File: src/rtl/ecall_io_unit.sv
// ecall_io_unit: environment-call I/O controller that sits beside the ALU in EX.
//
// Services ecall codes taken from a7 using a0 as the argument:
//   1  print           : seg_data <= a0, completes with no write-back
//   5  read unsigned   : waits for a fresh button press, returns the switches zero-extended
//   6  read signed     : as 5, sign-extended from the top switch bit
//   10 exit            : parks in HALT until rst (ecall_done never asserts)
//   30 read cycles     : only with CYCLE_COUNTER_EN defined; returns the free-running counter
//   other              : sets sticky bad_ecall, completes with no write-back
//
// Optional feature macro: CYCLE_COUNTER_EN (adds the cycle counter and code 30).
//
// Ports:
//   clk, rst               clock, synchronous active-high reset
//   ecall, a0, a7          request from EX; ecall held until ecall_done
//   switches, button       raw asynchronous inputs (synchronised and debounced here)
//   ecall_done             one-cycle completion pulse
//   ecall_write            one-cycle pulse with ecall_done when a0 is written back
//   ecall_result           write-back value, held between pulses
//   seg_data               value held for the seven-segment driver
//   busy, halted, bad_ecall  status (halted and bad_ecall are sticky)
module ecall_io_unit #(
    parameter int unsigned DATA_WIDTH      = 32,
    parameter int unsigned SW_WIDTH        = 8,
    parameter int unsigned DEBOUNCE_CYCLES = 100000
) (
    input  logic                  clk,
    input  logic                  rst,
    input  logic                  ecall,
    input  logic [DATA_WIDTH-1:0] a0,
    input  logic [DATA_WIDTH-1:0] a7,
    input  logic [SW_WIDTH-1:0]   switches,
    input  logic                  button,
    output logic                  ecall_done,
    output logic                  ecall_write,
    output logic [DATA_WIDTH-1:0] ecall_result,
    output logic [DATA_WIDTH-1:0] seg_data,
    output logic                  busy,
    output logic                  halted,
    output logic                  bad_ecall
);

    localparam int unsigned IN_W  = SW_WIDTH + 1;
    localparam int unsigned CNT_W = (DEBOUNCE_CYCLES > 1) ? $clog2(DEBOUNCE_CYCLES) : 1;
    localparam logic [CNT_W-1:0] CntLast = CNT_W'(DEBOUNCE_CYCLES - 1);

    localparam logic [DATA_WIDTH-1:0] SvcPrint = DATA_WIDTH'(1);
    localparam logic [DATA_WIDTH-1:0] SvcReadU = DATA_WIDTH'(5);
    localparam logic [DATA_WIDTH-1:0] SvcReadS = DATA_WIDTH'(6);
    localparam logic [DATA_WIDTH-1:0] SvcExit  = DATA_WIDTH'(10);
`ifdef CYCLE_COUNTER_EN
    localparam logic [DATA_WIDTH-1:0] SvcCycles = DATA_WIDTH'(30);
`endif

    typedef enum logic [2:0] {StIdle, StWaitBtn, StDone, StRelease, StHalt} state_e;

    // Input path: bit SW_WIDTH is the button, the rest are the switches.
    logic [IN_W-1:0] raw_in;
    logic [IN_W-1:0] meta_q;
    logic [IN_W-1:0] sync_q;
    logic [IN_W-1:0] deb_lvl;

    assign raw_in = {button, switches};

    always_ff @(posedge clk) begin
        if (rst) begin
            meta_q <= '0;
            sync_q <= '0;
        end else begin
            meta_q <= raw_in;
            sync_q <= meta_q;
        end
    end

    for (genvar i = 0; i < IN_W; i++) begin : g_debounce
        logic [CNT_W-1:0] cnt_q;
        logic             level_q;

        // Count consecutive mismatching cycles; a matching cycle restarts the count.
        always_ff @(posedge clk) begin
            if (rst) begin
                cnt_q   <= '0;
                level_q <= 1'b0;
            end else if (sync_q[i] != level_q) begin
                if (cnt_q == CntLast) begin
                    cnt_q   <= '0;
                    level_q <= sync_q[i];
                end else begin
                    cnt_q <= cnt_q + CNT_W'(1);
                end
            end else begin
                cnt_q <= '0;
            end
        end

        assign deb_lvl[i] = level_q;
    end

    logic                btn_lvl;
    logic                btn_prev_q;
    logic                btn_rise;
    logic [SW_WIDTH-1:0] sw_lvl;

    assign btn_lvl  = deb_lvl[SW_WIDTH];
    assign sw_lvl   = deb_lvl[SW_WIDTH-1:0];
    assign btn_rise = btn_lvl & ~btn_prev_q;

    always_ff @(posedge clk) begin
        if (rst) begin
            btn_prev_q <= 1'b0;
        end else begin
            btn_prev_q <= btn_lvl;
        end
    end

`ifdef CYCLE_COUNTER_EN
    logic [DATA_WIDTH-1:0] cycle_cnt_q;

    always_ff @(posedge clk) begin
        if (rst) begin
            cycle_cnt_q <= '0;
        end else begin
            cycle_cnt_q <= cycle_cnt_q + DATA_WIDTH'(1);
        end
    end
`endif

    // Read value: zero-extended, then the upper bits overwritten with the sign for code 6.
    logic                  read_signed_q;
    logic [DATA_WIDTH-1:0] read_val;

    always_comb begin
        read_val = DATA_WIDTH'(sw_lvl);
        if (read_signed_q) begin
            for (int unsigned i = SW_WIDTH; i < DATA_WIDTH; i++) begin
                read_val[i] = sw_lvl[SW_WIDTH-1];
            end
        end
    end

    state_e state_q;

    // Outputs are registered alongside the state; ecall_done/ecall_write are set on the
    // transition into StDone so they are high exactly while the FSM sits in StDone.
    always_ff @(posedge clk) begin
        if (rst) begin
            state_q       <= StIdle;
            read_signed_q <= 1'b0;
            ecall_done    <= 1'b0;
            ecall_write   <= 1'b0;
            ecall_result  <= '0;
            seg_data      <= '0;
            busy          <= 1'b0;
            halted        <= 1'b0;
            bad_ecall     <= 1'b0;
        end else begin
            ecall_done  <= 1'b0;
            ecall_write <= 1'b0;
            case (state_q)
                StIdle: begin
                    if (ecall) begin
                        busy <= 1'b1;
                        if (a7 == SvcPrint) begin
                            seg_data   <= a0;
                            ecall_done <= 1'b1;
                            state_q    <= StDone;
                        end else if (a7 == SvcReadU || a7 == SvcReadS) begin
                            read_signed_q <= (a7 == SvcReadS);
                            state_q       <= StWaitBtn;
                        end else if (a7 == SvcExit) begin
                            halted  <= 1'b1;
                            state_q <= StHalt;
`ifdef CYCLE_COUNTER_EN
                        end else if (a7 == SvcCycles) begin
                            ecall_result <= cycle_cnt_q;
                            ecall_done   <= 1'b1;
                            ecall_write  <= 1'b1;
                            state_q      <= StDone;
`endif
                        end else begin
                            bad_ecall  <= 1'b1;
                            ecall_done <= 1'b1;
                            state_q    <= StDone;
                        end
                    end
                end
                StWaitBtn: begin
                    // A button already held on entry shows no rise here, so it must be re-pressed.
                    if (btn_rise) begin
                        ecall_result <= read_val;
                        seg_data     <= read_val;
                        ecall_done   <= 1'b1;
                        ecall_write  <= 1'b1;
                        state_q      <= StDone;
                    end
                end
                StDone: begin
                    state_q <= StRelease;
                end
                StRelease: begin
                    if (!ecall) begin
                        busy    <= 1'b0;
                        state_q <= StIdle;
                    end
                end
                StHalt: begin
                    state_q <= StHalt;
                end
                default: begin
                    busy    <= 1'b0;
                    state_q <= StIdle;
                end
            endcase
        end
    end

endmodule

File: config.mk
export PLATFORM = sky130hd
export DESIGN_NAME = ecall_io_unit
export DESIGN_NICKNAME = d
export VERILOG_FILES = /design/src/rtl/ecall_io_unit.sv
export SDC_FILE = /design/constraint.sdc
export NUM_CORES = 1
export LEC_CHECK = 0
export ABC_AREA = 1
export CORE_AREA = 4 4 143 201
export CTS_BUF_LIST = sky130_fd_sc_hd__clkbuf_4
export DETAILED_ROUTE_END_ITERATION = 10
export DIE_AREA = 0 0 147 205
export PLACE_DENSITY_LB_ADDON = 0.2
export RECOVER_POWER = 100
export SLEW_MARGIN = 20
export SYNTH_ARGS = -nofsm -noshare
export SYNTH_HDL_FRONTEND = slang
export SYNTH_SLANG_ARGS = --single-unit
File: constraint.sdc
create_clock -name clk -period 1.8 [get_ports clk]
set_clock_uncertainty 0.1 [all_clocks]
set_input_delay 0.36 -clock clk [delete_from_list [all_inputs] [get_ports clk]]
set_output_delay 0.36 -clock clk [all_outputs]
set_load 0.05 [all_outputs]
# == Yosys cells after proc, flatten, opt, wreduce, memory -nomap -nowiden ==
# Cells that the tools add are included.
# word_totals
word_cells,136
output_inout_bits,69
ff_bits,254
in_bits,76
# classes
n_eq_ne,30
bitwise,16
n_addsub,9
mux,21
n_reduce_logical,30
# ops
op,count
adder 17 x 1 -> 17 bit (second input constant),9
== test 17 bit (second input constant),9
two-way mux 32 bit,3
== test 32 x 3 -> 1 bit (second input constant),2
case mux 32 bit (2 select lines),1
== test 32 x 1 -> 1 bit (second input constant),1
== test 32 x 4 -> 1 bit (second input constant),1
OR reduction 3 bit,10
two-way mux 24 bit,1
AND reduction 2 bit,10
two-way mux 3 bit,6
inverter 1 bit,15
case mux 3 bit (5 select lines),1
AND reduction 5 bit,2
inequality test 1 bit,9
inequality test 2 bit (second input constant),4
AND reduction 4 bit,2
two-way mux 1 bit,7
== test 3 x 2 -> 1 bit (second input constant),2
AND reduction 3 bit,2
== test 3 x 1 -> 1 bit (second input constant),1
== test 3 bit (second input constant),1
zero test 3 bit,1
case mux 1 bit (3 select lines),1
5 further kinds,5

# == Logic depth before layout (Yosys ltp) ==
# Gate-level depths: netlist of run 1.
# depth
word_depth,6
mapped_depth,11
depth_no_buf,11

# == Least setup slack after synthesis of run 1 ==
# Ideal clock, no wire load.
# synth_path
path_kind,reg2out
start,register ecall_result[30] (netlist name)
end,output ecall_result[10]
path_stages_with_launch,2
n_path_buf,1
path_slack_ps,20
required_ps,1340
arrival_time_ps,1320
cell_sequence,dfxtp_1 -> buf_4
# synth_lines
element,line,text
"end, declared",36,"output logic [DATA_WIDTH-1:0] ecall_result,"

==> results of run 1 <==
==> path summary, 6_finish.rpt <==
kind / start / endpoint / slack (ns) / cells past startpoint
worst max register to register: state_q[0] / ecall_result[0] / -0.04 / 9
worst max-delay path: ecall_result[30] / ecall_result[11] / -0.10 / 2
worst min register to register: meta_q[2] / sync_q[2] / 0.29 / 2
worst min-delay path: switches[0] / meta_q[0] / 0.09 / 3
==> critical path, cell delays in order (launching register included) <==
cell,delay [ns]
dfxtp_4,0.40
buf_12,0.19
buf_12,0.15
==> final cells by class <==
class / instances / area (um2) / area share, %
multi-input cells: 1025 / 5100 / 36.6
clock buffers: 83 / 623 / 4.46
flip-flops and latches: 231 / 4640 / 33.2
clock inverters: 10 / 91.3 / 0.654
repair buffers: 217 / 2300 / 16.4
diodes: 1 / 2.50 / 0.0179
inverters: 200 / 751 / 5.38
well taps: 365 / 457 / 3.27
==> metal layers <==
metal / routed length, um / vias up
met5: 0 / -
met4: 701 / 0
met2: 13000 / 209
li1: - / 5297
met1: 10700 / 4515
met3: 1340 / 61
==> stage by stage <==
| step | utilization, % | std cells | hold slack [ns] |
|---|---|---|---|
| finish | 52.2 | 2132 | 0.0904 |
| global route | 52.2 | 2132 | 0.0418 |
| CTS | 51.3 | 2125 | 0.00187 |
| detailed placement | 48.5 | 2030 | 0.296 |
| global placement | 48.5 | 2030 | 0.293 |
| floorplan | - | 1509 | 0.288 |
==> cells in the final DEF (no fill, tap or decap), types with 3 or more instances in the layout <==
master | Yosys | layout
inv_1 | 195 | 194
xor2_1 | 32 | 32
clkbuf_4 | 0 | 88
dfxtp_2 | 0 | 6
nand3b_1 | 4 | 4
nand4_1 | 36 | 36
o21ai_0 | 37 | 37
nor2_4 | 1 | 7
nand3_2 | 2 | 4
or2_2 | 17 | 17
nand2_2 | 1 | 5
nand2_1 | 313 | 308
dfxtp_1 | 231 | 224
buf_12 | 0 | 35
clkbuf_1 | 10 | 5
nor2_1 | 233 | 224
nor3_1 | 63 | 57
nand3_1 | 110 | 108
nor2_2 | 4 | 7
nor4_1 | 11 | 11
buf_6 | 0 | 8
a211oi_1 | 3 | 3
buf_4 | 35 | 84
ha_1 | 9 | 7
xnor2_1 | 7 | 7
inv_2 | 4 | 6
a31oi_1 | 6 | 6
nor3b_1 | 18 | 17
a21oi_1 | 90 | 90
clkinv_1 | 1 | 7
clkdlybuf4s50_1 | 0 | 74
nor3_2 | 4 | 10
==> logic make-up (layout without fill, tap and decap cells) <==
logic type / after synthesis / after routing / synth area share, %
AND/OR/NAND/NOR: 826 / 828 / 34.4
buffers and inverters: 255 / 510 / 10.3
flip-flops: 231 / 231 / 43.4
AO/OA/AOI/OAI: 149 / 149 / 7.59
XOR/XNOR: 39 / 39 / 3.21
adder cells (fa/ha/maj): 9 / 9 / 1.06
other: 0 / 1 / 0
==> sequential cells by signal (all words and copies together), names as in the netlist, 3 cells and up <==
register / flops
state_q: 3
seg_data: 32
sync_q: 9
g_debounce.level_q: 8
meta_q: 9
ecall_result: 9
g_debounce.cnt_q: 153
==> power by group through the flow <==
stage	sequential [mW]	clock (mW)	combinational, mW
6_report	5.24	4.37	1.28
5_1_grt	5.25	4.84	1.38
4_1_cts	5.24	4.58	1.19
3_5_place_dp	5.36	0	1.18
3_3_place_gp	5.36	0	1.18
2_1_floorplan	5.51	0	0.523
==> what timing repair did <==
action                     in CTS  in global routing
hold endpoints to repair       15                  0
setup endpoints to repair      27                195
pin swaps                       0                  9
setup buffers                   0                  3
hold buffers                    1                  0
cloned                          1                  3
gates resized for setup         7                 63
==> results.py, run 1 <==
metrics = {
    "timing": {
        "finalHoldViolCount": 0,
        "max-slew-margin-rel_pct": 45.4,
        "final.min_clock_period_ns": 1.90,
        "period_share_pct": 106,
        "tns_ns": -2.62,
        "worst_pin_slew_ns": 0.819,
        "rsz0062_at_grt": "yes",
        "drv_slew": 0,
        "layout_setup_ws_ns": -0.101,
        "fmax_mhz": 526,
        "setup_viol": 35,
    },
    "logic_synthesis": {
        "synthTopCellsByArea": "dfxtp_1, nand2_1, nor2_1, inv_1, nand3_1",
        "async_reset_ff_share_pct": 0,
        "ys_seq_elements": 231,
        "netlist_area_um2": 10600,
        "synth_edf_count": 0,
        "synth_top_area_share_pct": 43.4,
        "post-synth-top-area-cell": "dfxtp_1",
        "yosysSeqAreaShare_pct": 43.4,
        "syn_nets": 1594,
        "synth_cell_types": 46,
        "synthMostInstantiatedCell": "nand2_1",
        "synth_common_cells": "nand2_1, nor2_1, dfxtp_1",
        "avgSynthCellArea_um2": 7.05,
        "netlist_instances": 1509,
        "yosys_warnings": 0,
        "ys.flop_type": "dfxtp_1",
    },
    "global_route": {
        "track_usage_pct": 16.3,
        "grtUsageMet1_pct": 18.2,
        "grt_max_degree": 43,
        "antenna_found_initial": 1,
        "top_usage_layer": "met2",
        "globalRouteMet2Util_pct": 30.1,
        "grt_first_pass_wirelength_um": 42200,
        "grtUsageMet3_pct": 3.65,
        "grt_pass1_vias": 9560,
        "overflow": 0,
    },
    "cts": {
        "numCtsBuffers": 57,
        "clock_path_buffers": 3,
        "clk_latency_ns": 0.69,
        "cts.clk_slew.worst_paths_ns": 0.07,
        "cts_tree": "done",
        "cts-root-buf": "clkbuf_4",
        "cts_sinks": 231,
        "htree_levels": 2,
    },
    "critical_path": {
        "worstSetupEndpointType": "output port",
        "criticalPathCategory": "reg -> out",
        "cp-start-kind": "flop",
        "worstPathArrival_ns": 1.44,
        "crit_required_ns": 1.34,
        "crit_fanout": 12,
    },
    "place": {
        "port_buffers": 144,
        "pre_cts_slack_ns": -0.457,
        "postPlaceCellArea_um2": 13000,
        "globalplace.congestion": 0.854,
        "dp_hpwl_um": 18600,
    },
    "finish": {
        "drive_above_1_share_pct": 16.9,
        "fillerInstances": 2611,
        "syn_to_final_growth_pct": 31.1,
        "final_area_um2": 14000,
        "nNetsFinal": 1817,
    },
    "route": {
        "viasPerCell": 4.73,
        "route.vias.total": 10100,
        "drt_first_pass_iters": 4,
        "post-route-drc-count": 0,
        "post_drt_wl_per_cell_um": 12.1,
        "drt_iter0_markers": 394,
        "detail-route-antenna-nets": 0,
        "wl_um": 25700,
    },
    "outcome": {
        "status": "finished, violations left",
        "violations": "negative setup slack",
    },
    "floorplan": {
        "die-area_um2": 30100,
        "die_h_um": 205,
        "ios": 145,
        "dieWidth_um": 147,
        "core_area_um2": 26700,
        "start_util_pct": 39.8,
        "std_cell_rows": 71,
    },
    "pwr": {
        "p_leak_nw": 5.50,
        "combPwrFrac_pct": 11.8,
        "power.density_nw_per_um2": 781,
        "clkPwrFrac_pct": 40.1,
        "p_sw_share_pct": 25.5,
        "p_total_mw": 10.9,
        "seq_power_share_pct": 48.1,
        "vdd_ir_drop_max_mv": 0.550,
        "p_int_mw": 8.12,
        "power.switching_mw": 2.78,
    },
    "worst_hold_path": {
        "hold_path_class": "in -> reg",
    },
    "run": {
        "maxCapViolCount": 0,
    },
}
(Power assumes the default switching activity.)
==> run 2: changes to the inputs <==
Settings changed: CORE_AREA 4 4 143 201 to 3 3 142 200, DIE_AREA 0 0 147 205 to 0 0 145 203.
==> results.py, run 2 (synthesized netlist as in run 1, its figures left out) <==
metrics = {
    "pwr": {
        "combPwrFrac_pct": 11.3,
        "seq_power_share_pct": 50.2,
        "p_int_mw": 7.69,
        "clkPwrFrac_pct": 38.5,
        "power.switching_mw": 2.76,
        "p_leak_nw": 5.52,
        "vdd_ir_drop_max_mv": 0.464,
        "p_sw_share_pct": 26.4,
        "power.density_nw_per_um2": 751,
    },
    "cts": {
        "clk_latency_ns": 0.66,
        "htree_levels": 2,
        "cts_sinks": 231,
        "numCtsBuffers": 56,
        "cts.clk_slew.worst_paths_ns": 0.06,
        "cts_tree": "done",
        "cts-root-buf": "clkbuf_4",
        "clock_path_buffers": 3,
    },
    "timing": {
        "timing.hold.ws_ns": 0.123,
        "finalHoldViolCount": 0,
        "period_share_pct": 106,
        "layout_setup_ws_ns": -0.117,
        "fmax_mhz": 522,
        "setup_viol": 29,
        "rsz0062_at_grt": "yes",
        "final.min_clock_period_ns": 1.92,
        "max-slew-margin-rel_pct": 45.2,
        "drv_slew": 0,
        "tns_ns": -2.08,
        "worst_pin_slew_ns": 0.822,
    },
    "floorplan": {
        "die-area_um2": 29400,
        "dieWidth_um": 145,
        "std_cell_rows": 71,
        "die_h_um": 203,
        "start_util_pct": 39.8,
        "ios": 145,
        "core_area_um2": 26700,
    },
    "global_route": {
        "overflow": 0,
        "grt_max_degree": 35,
        "antenna_found_initial": 1,
        "grt_pass1_vias": 9587,
        "track_usage_pct": 16.8,
        "grt_first_pass_wirelength_um": 42700,
    },
    "route": {
        "route.vias.total": 10100,
        "drt_first_pass_iters": 4,
        "viasPerCell": 4.69,
        "post-route-drc-count": 0,
        "post_drt_wl_per_cell_um": 11.8,
        "detail-route-antenna-nets": 0,
        "drt_iter0_markers": 260,
        "wl_um": 25400,
    },
    "outcome": {
        "violations": "negative setup slack",
        "status": "finished, violations left",
    },
    "place": {
        "globalplace.congestion": 0.826,
        "dp.cells": 2031,
        "port_buffers": 144,
        "dp_hpwl_um": 18600,
    },
    "finish": {
        "drive_above_1_share_pct": 17.1,
        "regMostFlops": "g_debounce.cnt_q",
        "reg_top3": "g_debounce.cnt_q: 153 flops, seg_data: 32 flops",
        "seq_area_um2": 4640,
        "utilization_pct": 52.0,
        "layout_common_cells": "nand2_1, dfxtp_1, nor2_1, inv_1, nand3_1",
        "largest_reg_flops": 153,
        "fillerInstances": 2684,
        "syn_to_final_growth_pct": 30.7,
        "nNetsFinal": 1823,
        "layout_commonest_cell": "nand2_1",
        "fin_cells": 2144,
        "multi_input_area_um2": 5050,
    },
    "run": {
        "maxCapViolCount": 0,
    },
    "critical_path": {
        "cp-start-kind": "flop",
        "crit_required_ns": 1.34,
        "crit_fanout": 6,
        "worstSetupEndpointType": "output port",
        "criticalPathCategory": "reg -> out",
        "worstPathArrival_ns": 1.46,
    },
    "worst_hold_path": {
        "hold_path_class": "in -> reg",
    },
}
[run 2: cell count changes in the layout (fill, tap and decap cells not counted), sizes merged]
cell and delta:
clkinv +12, dlygate4sd3 +1, clkbuf +9, clkdlybuf4s50 -1, inv -1, bufinv -2, nand3 -2, buf -4
[run 2: metrics by stage]
| stage | area (um2) | power (mW) | worst slack, ns |
|---|---|---|---|
| floorplan | 10600 | 6.03 | 0.0205 |
| CTS | 13800 | 10.7 | -0.198 |
| detailed placement | 13000 | 6.56 | -0.400 |
| finish | 13900 | 10.5 | -0.117 |
| global placement | 13000 | 6.55 | -0.360 |
| global route | 13900 | 11.0 | -0.207 |
[run 2: worst max-delay path, stage by stage, from the launching register on]
cell and delay [ns]:
dfxtp_4 0.37, buf_12 0.14, buf_16 0.14, buf_12 0.15
[run 2: repair_timing]
item                       4_1_cts  5_1_grt
cloned                           3        1
setup endpoints to repair       24      174
pin swaps                        0       11
buffers inserted                 3        7
resized for setup                6       61
hold endpoints to repair        31        0
hold buffers                     1        0
[run 2: power by group through the flow]
stage,Combinational (mW),Sequential (mW),Clock (mW)
2_1_floorplan,0.523,5.51,0
6_report,1.18,5.24,4.03
5_1_grt,1.29,5.25,4.49
3_5_place_dp,1.20,5.36,0
3_3_place_gp,1.19,5.36,0
4_1_cts,1.20,5.24,4.24
[run 2: final cells by class]
class / count / area share (%)
tap: 365 / 3.28
inverter: 200 / 5.39
timing repair buffer: 226 / 16.9
clock buffer: 79 / 4.26
clock inverter: 19 / 0.539
multi-input combinational: 1023 / 36.3
sequential: 231 / 33.3
antenna: 1 / 0.0180
[run 2: final timing paths]
kind                                                 to  slack [ns]                    from  depth (start not counted)
worst max-delay path                   ecall_result[21]       -0.12        ecall_result[30]                          3
worst min-delay path                          meta_q[6]        0.12             switches[6]                          3
worst max register to register  g_debounce[8].cnt_q[10]        0.02  g_debounce[8].cnt_q[0]                         11
worst min register to register                sync_q[4]        0.28               meta_q[4]                          2
[run 2: layer usage]
metal | wire length [um] | share of wire [%] | up-vias | global-route usage [%]
met4 | 611 | 2.4 | 0 | 5.74
met1 | 10700 | 42 | 4539 | 18.6
met2 | 12800 | 51 | 181 | 31.2
met3 | 1230 | 4.8 | 44 | 4.49
met5 | 0 | 0 | - | 0
li1 | - | - | 5299 | -
